[config.mk]
export PLATFORM = sky130hd
export DESIGN_NAME = hazard_controller
export DESIGN_NICKNAME = d
export VERILOG_FILES = /design/src/rtl/arm_pkg.sv /design/src/rtl/hazard_detect.sv /design/src/rtl/hazard_controller.sv
export SDC_FILE = /design/constraint.sdc
export NUM_CORES = 1
export LEC_CHECK = 0
export BUFFER_PORTS_ARGS = -buffer_cell sky130_fd_sc_hd__buf_2
export CORE_MARGIN = 4
export CORE_UTILIZATION = 50
export DETAILED_ROUTE_END_ITERATION = 10
export GPL_TIMING_DRIVEN = 0
export HOLD_SLACK_MARGIN = 0.05
export PLACE_DENSITY = 0.81
export SLEW_MARGIN = 20
export SYNTH_ARGS = -nofsm -noshare
export SYNTH_HDL_FRONTEND = slang
export SYNTH_SLANG_ARGS = --single-unit
[constraint.sdc]
create_clock -name clk -period 4.61 [get_ports clk]
set_clock_uncertainty 0.15 [all_clocks]
set_input_delay 0.461 -clock clk [delete_from_list [all_inputs] [get_ports clk]]
set_output_delay 0.461 -clock clk [all_outputs]
set_load 0.05 [all_outputs]
[src/rtl/arm_pkg.sv]
// Shared definitions for the ARM core pipeline sequencing logic.
//   REG_ADDR_W  : width of a register-file address
//   hzd_state_e : hazard controller sequencing states
package arm_pkg;

   localparam int REG_ADDR_W = 4;

   typedef enum logic [1:0] {
      RUN      = 2'd0,
      MEM_WAIT = 2'd1,
      FAULT    = 2'd2
   } hzd_state_e;

endpackage

[src/rtl/hazard_detect.sv]
// Purely combinational RAW compare of the ID-stage sources against the
// destinations currently in EXE and MEM.
//   in  id_valid, src1, src2, two_src    : ID-stage operand information
//   in  exe_dest, exe_wb_en              : EXE-stage writer
//   in  mem_dest, mem_wb_en              : MEM-stage writer
//   out raw_exe, raw_mem                 : read-after-write dependence flags
module hazard_detect
   import arm_pkg::*;
(
   input  logic                  id_valid,
   input  logic [REG_ADDR_W-1:0] src1,
   input  logic [REG_ADDR_W-1:0] src2,
   input  logic                  two_src,
   input  logic [REG_ADDR_W-1:0] exe_dest,
   input  logic                  exe_wb_en,
   input  logic [REG_ADDR_W-1:0] mem_dest,
   input  logic                  mem_wb_en,
   output logic                  raw_exe,
   output logic                  raw_mem
);

   assign raw_exe = id_valid && exe_wb_en &&
                    ((src1 == exe_dest) || (two_src && (src2 == exe_dest)));
   assign raw_mem = id_valid && mem_wb_en &&
                    ((src1 == mem_dest) || (two_src && (src2 == mem_dest)));

endmodule

[src/rtl/hazard_controller.sv]
// Pipeline sequencing controller for the 5-stage ARM core: decides IF/ID
// freezes, EXE bubbles and whole-pipe freezes for a slow data memory, detects
// memory handshake timeouts and counts stall cycles.
//
// Build option: FORWARDING_EN -- when defined, only load-use against EXE
// stalls and fwd_en=1; when undefined, any RAW against EXE or MEM stalls.
//
// Ports:
//   clk, rst_n                       : clock, async active-low reset
//   id_valid, src1, src2, two_src    : ID-stage operands
//   exe_dest, exe_wb_en, exe_mem_r_en: EXE-stage writer / load flag
//   mem_dest, mem_wb_en              : MEM-stage writer
//   mem_req, mem_ready               : data memory handshake
//   fault_clr                        : leave FAULT
//   freeze_if/id/exe/mem, bubble_exe : pipeline control (combinational)
//   fwd_en                           : forwarding mux enable (constant)
//   mem_fault                        : memory timeout, held until fault_clr
//   stall_cycles                     : saturating count of freeze_if cycles
//
// state    | meaning
// RUN      | normal flow; data stalls handled with a one-cycle bubble
// MEM_WAIT | whole pipe frozen waiting for mem_ready
// FAULT    | memory timed out; pipe frozen until fault_clr
module hazard_controller
   import arm_pkg::*;
#(
   parameter int MEM_TIMEOUT = 16,
   parameter int CNT_W       = 16
) (
   input  logic                  clk,
   input  logic                  rst_n,
   input  logic                  id_valid,
   input  logic [REG_ADDR_W-1:0] src1,
   input  logic [REG_ADDR_W-1:0] src2,
   input  logic                  two_src,
   input  logic [REG_ADDR_W-1:0] exe_dest,
   input  logic                  exe_wb_en,
   input  logic                  exe_mem_r_en,
   input  logic [REG_ADDR_W-1:0] mem_dest,
   input  logic                  mem_wb_en,
   input  logic                  mem_req,
   input  logic                  mem_ready,
   input  logic                  fault_clr,
   output logic                  freeze_if,
   output logic                  freeze_id,
   output logic                  freeze_exe,
   output logic                  freeze_mem,
   output logic                  bubble_exe,
   output logic                  fwd_en,
   output logic                  mem_fault,
   output logic [CNT_W-1:0]      stall_cycles
);

   localparam int WAIT_W = $clog2(MEM_TIMEOUT + 1);
   // wait_cnt holds the number of stalled cycles already completed, so the
   // current cycle is stall number wait_cnt+1; the timeout fires when that
   // reaches MEM_TIMEOUT.
   localparam logic [WAIT_W-1:0] WAIT_LAST = WAIT_W'(MEM_TIMEOUT - 1);

   hzd_state_e        state, state_next;
   logic [WAIT_W-1:0] wait_cnt, wait_cnt_next;
   logic              raw_exe, raw_mem;
   logic              data_stall, mem_stall;

   hazard_detect u_detect (
      .id_valid  (id_valid),
      .src1      (src1),
      .src2      (src2),
      .two_src   (two_src),
      .exe_dest  (exe_dest),
      .exe_wb_en (exe_wb_en),
      .mem_dest  (mem_dest),
      .mem_wb_en (mem_wb_en),
      .raw_exe   (raw_exe),
      .raw_mem   (raw_mem)
   );

`ifdef FORWARDING_EN
   assign fwd_en     = 1'b1;
   assign data_stall = raw_exe && exe_mem_r_en;
`else
   assign fwd_en     = 1'b0;
   assign data_stall = raw_exe || raw_mem;
`endif

   assign mem_stall = mem_req && !mem_ready;

   always_ff @(posedge clk or negedge rst_n) begin
      if (!rst_n) begin
         state    <= RUN;
         wait_cnt <= '0;
      end else begin
         state    <= state_next;
         wait_cnt <= wait_cnt_next;
      end
   end

   always_comb begin
      state_next    = state;
      wait_cnt_next = wait_cnt;
      freeze_if     = 1'b0;
      freeze_id     = 1'b0;
      freeze_exe    = 1'b0;
      freeze_mem    = 1'b0;
      bubble_exe    = 1'b0;
      mem_fault     = 1'b0;
      case (state)
         RUN: begin
            if (mem_stall) begin
               {freeze_if, freeze_id, freeze_exe, freeze_mem} = 4'b1111;
               wait_cnt_next = WAIT_W'(1);
               state_next    = MEM_WAIT;
            end else if (data_stall) begin
               freeze_if  = 1'b1;
               freeze_id  = 1'b1;
               bubble_exe = 1'b1;
            end
         end
         MEM_WAIT: begin
            if (mem_ready) begin
               // Memory completes: pipe moves this cycle, so normal data
               // hazard handling applies.
               state_next    = RUN;
               wait_cnt_next = '0;
               if (data_stall) begin
                  freeze_if  = 1'b1;
                  freeze_id  = 1'b1;
                  bubble_exe = 1'b1;
               end
            end else begin
               {freeze_if, freeze_id, freeze_exe, freeze_mem} = 4'b1111;
               if (wait_cnt == WAIT_LAST) state_next = FAULT;
               else wait_cnt_next = wait_cnt + WAIT_W'(1);
            end
         end
         FAULT: begin
            {freeze_if, freeze_id, freeze_exe, freeze_mem} = 4'b1111;
            mem_fault = 1'b1;
            if (fault_clr) begin
               state_next    = RUN;
               wait_cnt_next = '0;
            end
         end
         default: state_next = RUN;
      endcase
      // Outputs must fall the instant reset is asserted, even if stall
      // inputs are still active.
      if (!rst_n) begin
         freeze_if  = 1'b0;
         freeze_id  = 1'b0;
         freeze_exe = 1'b0;
         freeze_mem = 1'b0;
         bubble_exe = 1'b0;
         mem_fault  = 1'b0;
      end
   end

   always_ff @(posedge clk or negedge rst_n) begin
      if (!rst_n)
         stall_cycles <= '0;
      else if (freeze_if && (stall_cycles != {CNT_W{1'b1}}))
         stall_cycles <= stall_cycles + CNT_W'(1);
   end

endmodule

== Word-level counts from Yosys, hierarchy flattened ==
Cells that the tools add are included.

* Add/sub/neg operators: 2
* Equality and inequality tests: 12
* Multiplexer cells: 25
* Reductions and logical operators: 16

{| class="wikitable"
|+ Operators by type and width
! cell !! count
|-
| 5-bit 2-to-1 mux || 4
|-
| 16-bit by 1-bit adder with 16-bit output (second input constant) || 1
|-
| 4-bit equality test || 4
|-
| 16-bit inequality test (second input constant) || 1
|-
| 5-bit case mux with 3 select lines || 1
|-
| 1-bit 2-to-1 mux || 12
|-
| 1-bit logical AND || 8
|-
| 2-bit 2-to-1 mux || 4
|-
| 3-bit inequality test (second input constant) || 2
|-
| 1-bit case mux with 3 select lines || 2
|-
| 2-bit case mux with 3 select lines || 1
|-
| 5-bit by 1-bit adder with 5-bit output (second input constant) || 1
|-
| 5-bit by 4-bit equality test with 1-bit output (second input constant) || 1
|-
| 2-bit inequality test (second input constant) || 2
|-
| 4-bit AND reduction || 1
|-
| 1-bit logical OR || 3
|-
| 3-bit AND reduction || 1
|-
| 3-bit nonzero test || 1
|-
| 2-bit by 1-bit equality test with 1-bit output (second input constant) || 1
|-
| 2-bit equality test (second input constant) || 1
|-
| 2-bit zero test || 1
|-
| 1-bit case mux with 2 select lines || 1
|-
| 1-bit zero test || 1
|}

* Bits in registers: 23
* Output and inout bits: 23
* Logic and storage cells: 58

== Logic depth before layout (Yosys ltp) ==
Gate-level depths: netlist (run 1).

* Depth after elaboration: 10
* Gate-level depth with buffers: 10
* Gate-level depth less buffers: 9

== Cells and area by module ==
From an unflattened synthesis (run 1), not the netlist that was laid out.

* Cells, all modules: 160
* Area total of the unflattened synthesis: 1569.0 um^2

{| class="wikitable"
|+ By module, submodules not included
! module !! times used !! cells an instance !! area an instance (um^2) !! seq. area each (um^2)
|-
| hazard_controller || 1 || 136 || 1361.3 || 575.6
|-
| hazard_detect || 1 || 24 || 207.7 || 0.0
|}

== Least setup slack after synthesis (run 1) ==
No wires, ideal clock.

* Path kind: input -> output
* Start point: input port src2[1]
* End point: output port freeze_if
* Arrival time: 2.279 ns
* Data required time: 3.999 ns
* Path slack: 1.720 ns
* Cell stages on the path: 7
* Buffers on the path: 1
* Cells stage by stage: inv_1 a222oi_1 a22oi_1 a21oi_1 nor2_1 nor2_1 buf_4

* Cells in the longest elaborated chain, start to end: 9
* Elaborated cells on any way between the ends: 14
* Classes of those cells: eq/ne (2); mux (5); reduce/logical (7)

{| class="wikitable"
|+ RTL lines
! what !! RTL line !! RTL
|-
| from (decl) || hazard_controller.sv:34 || <nowiki>input logic [REG_ADDR_W-1:0] src2,</nowiki>
|-
| 4-bit equality test, on equally long branches || hazard_detect.sv:23, hazard_detect.sv:25 ||
|-
| 1-bit logical AND, on equally long branches || hazard_detect.sv:23, hazard_detect.sv:25 ||
|-
| 1-bit logical OR, on equally long branches || hazard_detect.sv:23, hazard_detect.sv:25 ||
|-
| 1-bit logical AND, on equally long branches || hazard_detect.sv:22, hazard_detect.sv:24 ||
|-
| 1-bit logical OR (*) || hazard_controller.sv:83 || <nowiki>assign data_stall = raw_exe || raw_mem;</nowiki>
|-
| 1-bit 2-to-1 mux (*) || - ||
|-
| 1-bit 2-to-1 mux, on equally long branches || - ||
|-
| 1-bit case mux with 3 select lines (*) || - ||
|-
| 1-bit 2-to-1 mux (*) || - ||
|-
| to (decl) || hazard_controller.sv:44 || <nowiki>output logic freeze_if,</nowiki>
|}

Every way passes the cells marked *; elsewhere a longest branch is shown, timed or not.

== Worst setup path after layout (run 1) ==
* Start point: input port rst_n
* End point: output port freeze_if

* Cells in the longest elaborated chain, start to end: 1

{| class="wikitable"
|+ RTL lines
! what !! RTL line !! RTL
|-
| from (decl) || hazard_controller.sv:31 || <nowiki>input logic rst_n,</nowiki>
|-
| 1-bit 2-to-1 mux || hazard_controller.sv:148 || <nowiki>if (!rst_n) begin</nowiki>
|}

Every way passes these cells.

==> flow_summary.ini, run 1 <==
[setup_path]
critPathLaunchType = input pin
required_ns = 4.00
arrival_ns = 2.16
critPathCaptureType = output pin
crit_fanout = 27
critPathKind = in2out

[layout]
drive_above_1_share = 0.3052
final_nets = 247
syn_to_final_growth_pct = 20.30
antennaDiodeCount = 0
layout.cells.non_filler = 244
utilization = 0.6422
fillers = 254

[global_routing]
antenna_found_initial = 0
grt_pass1_vias = 1223
grt_max_degree = 28
grt_pass1_wl_um = 5561
grt_overflow = 0
grt_util_all_layers = 0.1719

[placed_design]
finalWeightedCongestion = 0.8769
dp.cells = 239
port_buffers = 46
post-dp-hpwl_um = 2573

[timing]
fin_setup_tns_ns = 0
drv_slew = 0
max_freq_mhz = 361.1
worst_slew_pin_slew_ns = 0.5547
min_period_ns = 2.769
fin_crit_sh = 0.6008
rsz0062_at_grt = false
setup_viol_count_final = 0
relSlewSlack = 0.6302
hold_viol_final = 0

[die]
core_area_um2 = 2829
die_y_um = 62.96
fp.dieW_um = 62.96
die_area_um2 = 3964
rows = 19
ios = 49
start_util = 0.5338

[pwr]
switching_share = 0.4484
power_mw = 0.6534
p_clk_frac = 0.140
peakVddDrop_v = 0.0003187
pwr-share-comb = 0.454
power_frac_seq = 0.406
p_int_mw = 0.3604
power_density_nw_per_um2 = 359.6
power_leakage_nw = 0.9305
power_switching_mw = 0.2929

[drt]
firstDrtPassIters = 4
vias_per_cell = 5.393
drt_iter0_drc = 103
wl_per_cell_um = 13.20
drcViolationCount = 0
vias = 1316
routed_wl_um = 3222
postRouteAntennaNets = 0

[cts]
h-tree-depth = 1
cts_root_buf = clkbuf_4
clk_pin_slew_worst_paths_ns = 0.12
insertion_delay_ns = 0.31
cts_buffer_depth = 2
cts_tree = built
numCtsBuffers = 3
cts_setup_buffers = 0
clkSinkCount = 23

[logic_synthesis]
yosys_warnings = 0
syn_area_um2 = 1510
yosysTopAreaCell = dfrtp_1
synth_seq_cells = 23
synthTopCellsByArea = dfrtp_1 38%, xnor2_1 9.9%, ha_1 5.8%
yosys.cell_types.count = 38
syn-num-nets = 195
syn_avg_cell_area_um2 = 9.322
syn_inst = 162
synth_top_area_share = 0.3811
yosysSeqAreaShare = 0.3811

[status]
status = finished clean

[run]
maxCapViolations = 0

[min_path]
min_path_type = reg2reg
-- per-stage QoR --
step           instance area (um^2)  hold slack [ns]  setup WS (ns)
6_report                       1817           0.3418          1.841
5_1_grt                        1817           0.3588          1.668
4_1_cts                        1817           0.3401          1.792
3_5_place_dp                   1779           0.3228          1.984
3_3_place_gp                   1779           0.3128          2.022
2_1_floorplan                  1510          0.01541          1.720
-- synth_stat cells --
cell type	count
dfrtp_1	23
xnor2_1	17
nand2_1	14
o21ai_0	12
inv_1	10
nor2_1	10
a21oi_1	9
xor2_1	8
ha_1	7
nand4_1	7
nand3_1	6
and3_1	5
buf_4	3
a22oi_1	2
a31oi_1	2
and2_1	2
and3_2	2
nor3_1	2
o22ai_1	2
a222oi_1	1
a31oi_4	1
and2_4	1
and2b_2	1
and3_4	1
and4_1	1
buf_6	1
conb_1	1
mux2_2	1
nand2b_1	1
nand4_4	1
nor2b_1	1
nor4_1	1
o211ai_1	1
o221ai_2	1
o22a_1	1
o22a_2	1
o31ai_1	1
or2_2	1
-- layer usage --
layer | up-vias | GRT usage | wire [um]
met2 | 40 | 0.2846 | 1557
met3 | 2 | 0.03777 | 186
met1 | 605 | 0.2305 | 1458
li1 | 669 | - | -
met5 | - | 0 | 0
met4 | 0 | 0.03306 | 19
-- repair_timing --
action | CTS | global route
resized for setup | 0 | 0
hold endpoints to repair | 23 | 0
hold buffers | 1 | 0
-- critical path: stages --
cell           delay [ns]
dlygate4sd3_1        0.52
buf_2                0.46
nand2b_1             0.13
nor2_1               0.19
buf_4                0.13
buf_2                0.25
-- cell type report --
type,count,area (um^2),share of cell area
clock buffer,3,22.52,0.01240
sequential,23,575.6,0.3168
timing repair buffer,47,240.2,0.1322
inverter,10,37.54,0.02066
multi-input combinational,125,863.3,0.4752
clock inverter,1,5.005,0.002755
tap,31,38.79,0.02135
buffer,4,33.78,0.01860
-- cells by family (layout without fill, tap and decap cells) --
logic type	after synthesis	after routing	synth area share
other	1	1	0.002483
adder cells (fa/ha/maj)	7	7	0.05799
flip-flops	23	23	0.3811
buffers and inverters	14	65	0.04723
multiplexers	1	1	0.007456
AND/OR/NAND/NOR	57	57	0.2096
AO/OA/AOI/OAI	34	34	0.1491
XOR/XNOR	25	25	0.1450
-- power groups by stage --
stage	Clock (mW)	Combinational, mW	Sequential (mW)
after floorplan	0	0.164	0.321
after global placement	0	0.292	0.267
after detailed placement	0	0.295	0.268
after CTS	0.0956	0.299	0.265
after global routing	0.105	0.325	0.270
final	0.0914	0.297	0.265
-- sequential cells by signal (all words and copies together), names as in the netlist --
name          count
state             2
wait_cnt          5
stall_cycles     16
-- cells in the final DEF, fill, tap and decap left out, drive strengths merged --
master,synthesis,routed
buf,4,50
dfrtp,23,23
xnor2,17,17
nand2,14,14
o21ai,12,12
inv,10,10
nor2,10,10
a21oi,9,9
xor2,8,8
nand4,8,8
and3,8,8
ha,7,7
nand3,6,6
clkbuf,0,3
and2,3,3
a31oi,3,3
nor3,2,2
o22ai,2,2
a22oi,2,2
o22a,2,2
nor4,1,1
a222oi,1,1
o211ai,1,1
nand2b,1,1
or2,1,1
and2b,1,1
o221ai,1,1
mux2,1,1
nor2b,1,1
o31ai,1,1
and4,1,1
conb,1,1
clkinv,0,1
dlygate4sd3,0,1
-- final timing paths --
check                                                    end               startpoint  slack, ns  cells past startpoint
min in group asynchronous       stall_cycles[14]$_DFFE_PN0P_                    rst_n       0.51                      2
worst max-delay path                               freeze_if                    rst_n       1.84                      6
max in group asynchronous        stall_cycles[0]$_DFFE_PN0P_                    rst_n       3.44                      2
worst min-delay path                 wait_cnt[3]$_DFFE_PN0P_  wait_cnt[3]$_DFFE_PN0P_       0.34                      1
worst max register to register   stall_cycles[4]$_DFFE_PN0P_     state[0]$_DFFE_PN0P_       2.37                     10
worst min register to register       wait_cnt[3]$_DFFE_PN0P_  wait_cnt[3]$_DFFE_PN0P_       0.34                      1
Note: power is estimated with default switching activity, not from simulation.
==> run 2, diff against run 1 <==
--- a/config.mk
+++ b/config.mk
@@ -7,11 +7,11 @@
 export LEC_CHECK = 0
 export BUFFER_PORTS_ARGS = -buffer_cell sky130_fd_sc_hd__buf_2
 export CORE_MARGIN = 4
-export CORE_UTILIZATION = 50
+export CORE_UTILIZATION = 45
 export DETAILED_ROUTE_END_ITERATION = 10
 export GPL_TIMING_DRIVEN = 0
 export HOLD_SLACK_MARGIN = 0.05
-export PLACE_DENSITY = 0.81
+export PLACE_DENSITY = 0.77
 export SLEW_MARGIN = 20
 export SYNTH_ARGS = -nofsm -noshare
 export SYNTH_HDL_FRONTEND = slang
==> constraint.sdc (replaced) <==
create_clock -name clk -period 2.3 [get_ports clk]
set_clock_uncertainty 0.15 [all_clocks]
set_input_delay 0.23 -clock clk [delete_from_list [all_inputs] [get_ports clk]]
set_output_delay 0.23 -clock clk [all_outputs]
set_load 0.05 [all_outputs]
==> run 2 against run 1 <==
Cell area is 5.4% higher. Critical path type is now reg2out. Count of clock-buffer cells in the layout stayed put. Non-clock buffer count is 4 higher. Largest cell class unchanged.
==> flow_summary.ini, run 2 (synthesis results as in run 1) <==
[cts]
h-tree-depth = 1
cts_buffer_depth = 2
cts_tree = built
numCtsBuffers = 3
clkSinkCount = 23
cts_root_buf = clkbuf_4
clk_pin_slew_worst_paths_ns = 0.13
insertion_delay_ns = 0.31

[layout]
layout_common_cells = 43 x buf_2, 23 x dfrtp_1, 17 x xnor2_1, 14 x nand2_1, 12 x o21ai_0
final_common_cell = buf_2
largestRegisters = stall_cycles (16), wait_cnt (5), state (2)
multi_input_comb_area_um2 = 903.4
largest_reg_flops = 16
top_register = stall_cycles
syn_to_final_growth_pct = 26.76
fillers = 274
final_nets = 251
drive_above_1_share = 0.3594
seq_area_um2 = 575.6
antennaDiodeCount = 0

[die]
die_y_um = 65.93
start_util = 0.4828
fp.dieW_um = 65.93
core_area_um2 = 3128
ios = 49
rows = 20
die_area_um2 = 4347

[timing]
min_period_ns = 2.243
rsz0062_at_grt = true
worst_slew_pin_slew_ns = 0.5029
setup_viol_count_final = 0
fin_setup_tns_ns = 0
hold_viol_final = 0
drv_slew = 0
max_freq_mhz = 445.8
relSlewSlack = 0.6647
fin_crit_sh = 0.9754

[drt]
postRouteAntennaNets = 0
vias = 1335
wl_per_cell_um = 13.30
routed_wl_um = 3471
vias_per_cell = 5.115
drcViolationCount = 0
firstDrtPassIters = 4
drt_iter0_drc = 71

[setup_path]
critPathLaunchType = flip-flop
cpPeakStageDelay_ns = 0.46
crit_fanout = 7
critPathKind = reg2out
r2r-start = state[0]$_DFFE_PN0P_
critPathCaptureType = output pin
arrival_ns = 1.86
crit_path_cell_trace = ha_2, a21oi_2, nor2_1, or2_4, nor2_4, nor2_2, buf_4, buf_6
required_ns = 1.92
cp_slowest_cell = dfrtp_1
crit_path_start = state[0]$_DFFE_PN0P_

[placed_design]
finalWeightedCongestion = 0.8569
port_buffers = 46
post-dp-hpwl_um = 2653

[min_path]
min_path_type = in2reg
min-delay-start = mem_ready

[pwr]
power_mw = 1.385
switching_share = 0.4460
power_switching_mw = 0.6178
peakVddDrop_v = 0.0003882
pwr-share-comb = 0.479
power_frac_seq = 0.386
power_leakage_nw = 0.9487
power_density_nw_per_um2 = 723.6
p_clk_frac = 0.135
p_int_mw = 0.7675

[global_routing]
grt_util_all_layers = 0.1709
grt_pass1_vias = 1356
grt_pass1_wl_um = 5899
grt_max_degree = 24
grt_overflow = 0
antenna_found_initial = 0

[status]
status = finished clean

[run]
maxCapViolations = 0
-- run 2: cell types whose count changed in the layout (fill, tap and decap cells not counted), sizes merged --
cell | before | now
clkbuf | 3 | 6
buf | 50 | 51
-- run 2: path summary, 6_finish.rpt --
kind | cells after the start | end | slack [ns]
max in group asynchronous | 3 | state[0]$_DFFE_PN0P_ | 1.22
worst max-delay path | 8 | freeze_if | 0.06
worst min register to register | 1 | stall_cycles[8]$_DFFE_PN0P_ | 0.35
worst max register to register | 10 | stall_cycles[4]$_DFFE_PN0P_ | 0.17
min in group asynchronous | 3 | stall_cycles[7]$_DFFE_PN0P_ | 0.44
worst min-delay path | 4 | state[1]$_DFFE_PN0P_ | 0.13
-- run 2: critical path: cells and delay by family (launching register included) --
kind | cells | cell delay (ns)
flip-flops | 1 | 0.46
AO/OA/AOI/OAI | 1 | 0.11
AND/OR/NAND/NOR | 4 | 0.47
adder cells (fa/ha/maj) | 1 | 0.26
buffers and inverters | 2 | 0.27
-- run 2: power by group through the flow --
stage               Sequential (mW)  Clock [mW]  Combinational [mW]
finish                        0.535       0.187               0.664
global route                  0.546       0.214               0.733
CTS                           0.533       0.194               0.647
detailed placement            0.541           0               0.595
global placement              0.538           0               0.587
floorplan                     0.644           0               0.333
-- run 2: stage by stage --
step / setup slack [ns] / hold slack [ns] / utilization / cell area [um^2] / std cells
3_5_place_dp: 0.1040 / 0.09897 / 0.5756 / 1800 / 252
5_1_grt: -0.06935 / 0.1490 / 0.6120 / 1914 / 261
3_3_place_gp: 0.1285 / 0.1014 / 0.5756 / 1800 / 252
6_report: 0.05666 / 0.1311 / 0.6120 / 1914 / 261
4_1_cts: 0.005396 / 0.1252 / 0.6020 / 1883 / 259
2_1_floorplan: 0.08294 / -0.2156 / - / 1515 / 162
-- run 2: final cells by class --
type                       count  share of cell area
multi-input combinational    125              0.4719
inverter                      10             0.01961
sequential                    23              0.3007
timing repair buffer          51              0.1471
tap                           44             0.02876
clock buffer                   3             0.01176
buffer                         4             0.01765
clock inverter                 1            0.002614
-- run 2: timing repair --
item                                    4_1_cts  5_1_grt
pin swaps                                     1        0
hold buffers                                  1        1
endpoints found under the setup margin        3        4
setup buffers                                 2        1
endpoints found under the hold margin        23       23
resized for setup                             9        6
-- run 2: layer usage --
metal | wire length [um] | share of wire | vias to the layer above | global-route usage
met5 | 0 | 0 | - | 0
met4 | 23 | 0.0066 | 0 | 0.04822
met3 | 199 | 0.057 | 4 | 0.03231
met2 | 1689 | 0.49 | 39 | 0.2854
met1 | 1558 | 0.45 | 612 | 0.2242
li1 | - | - | 680 | -
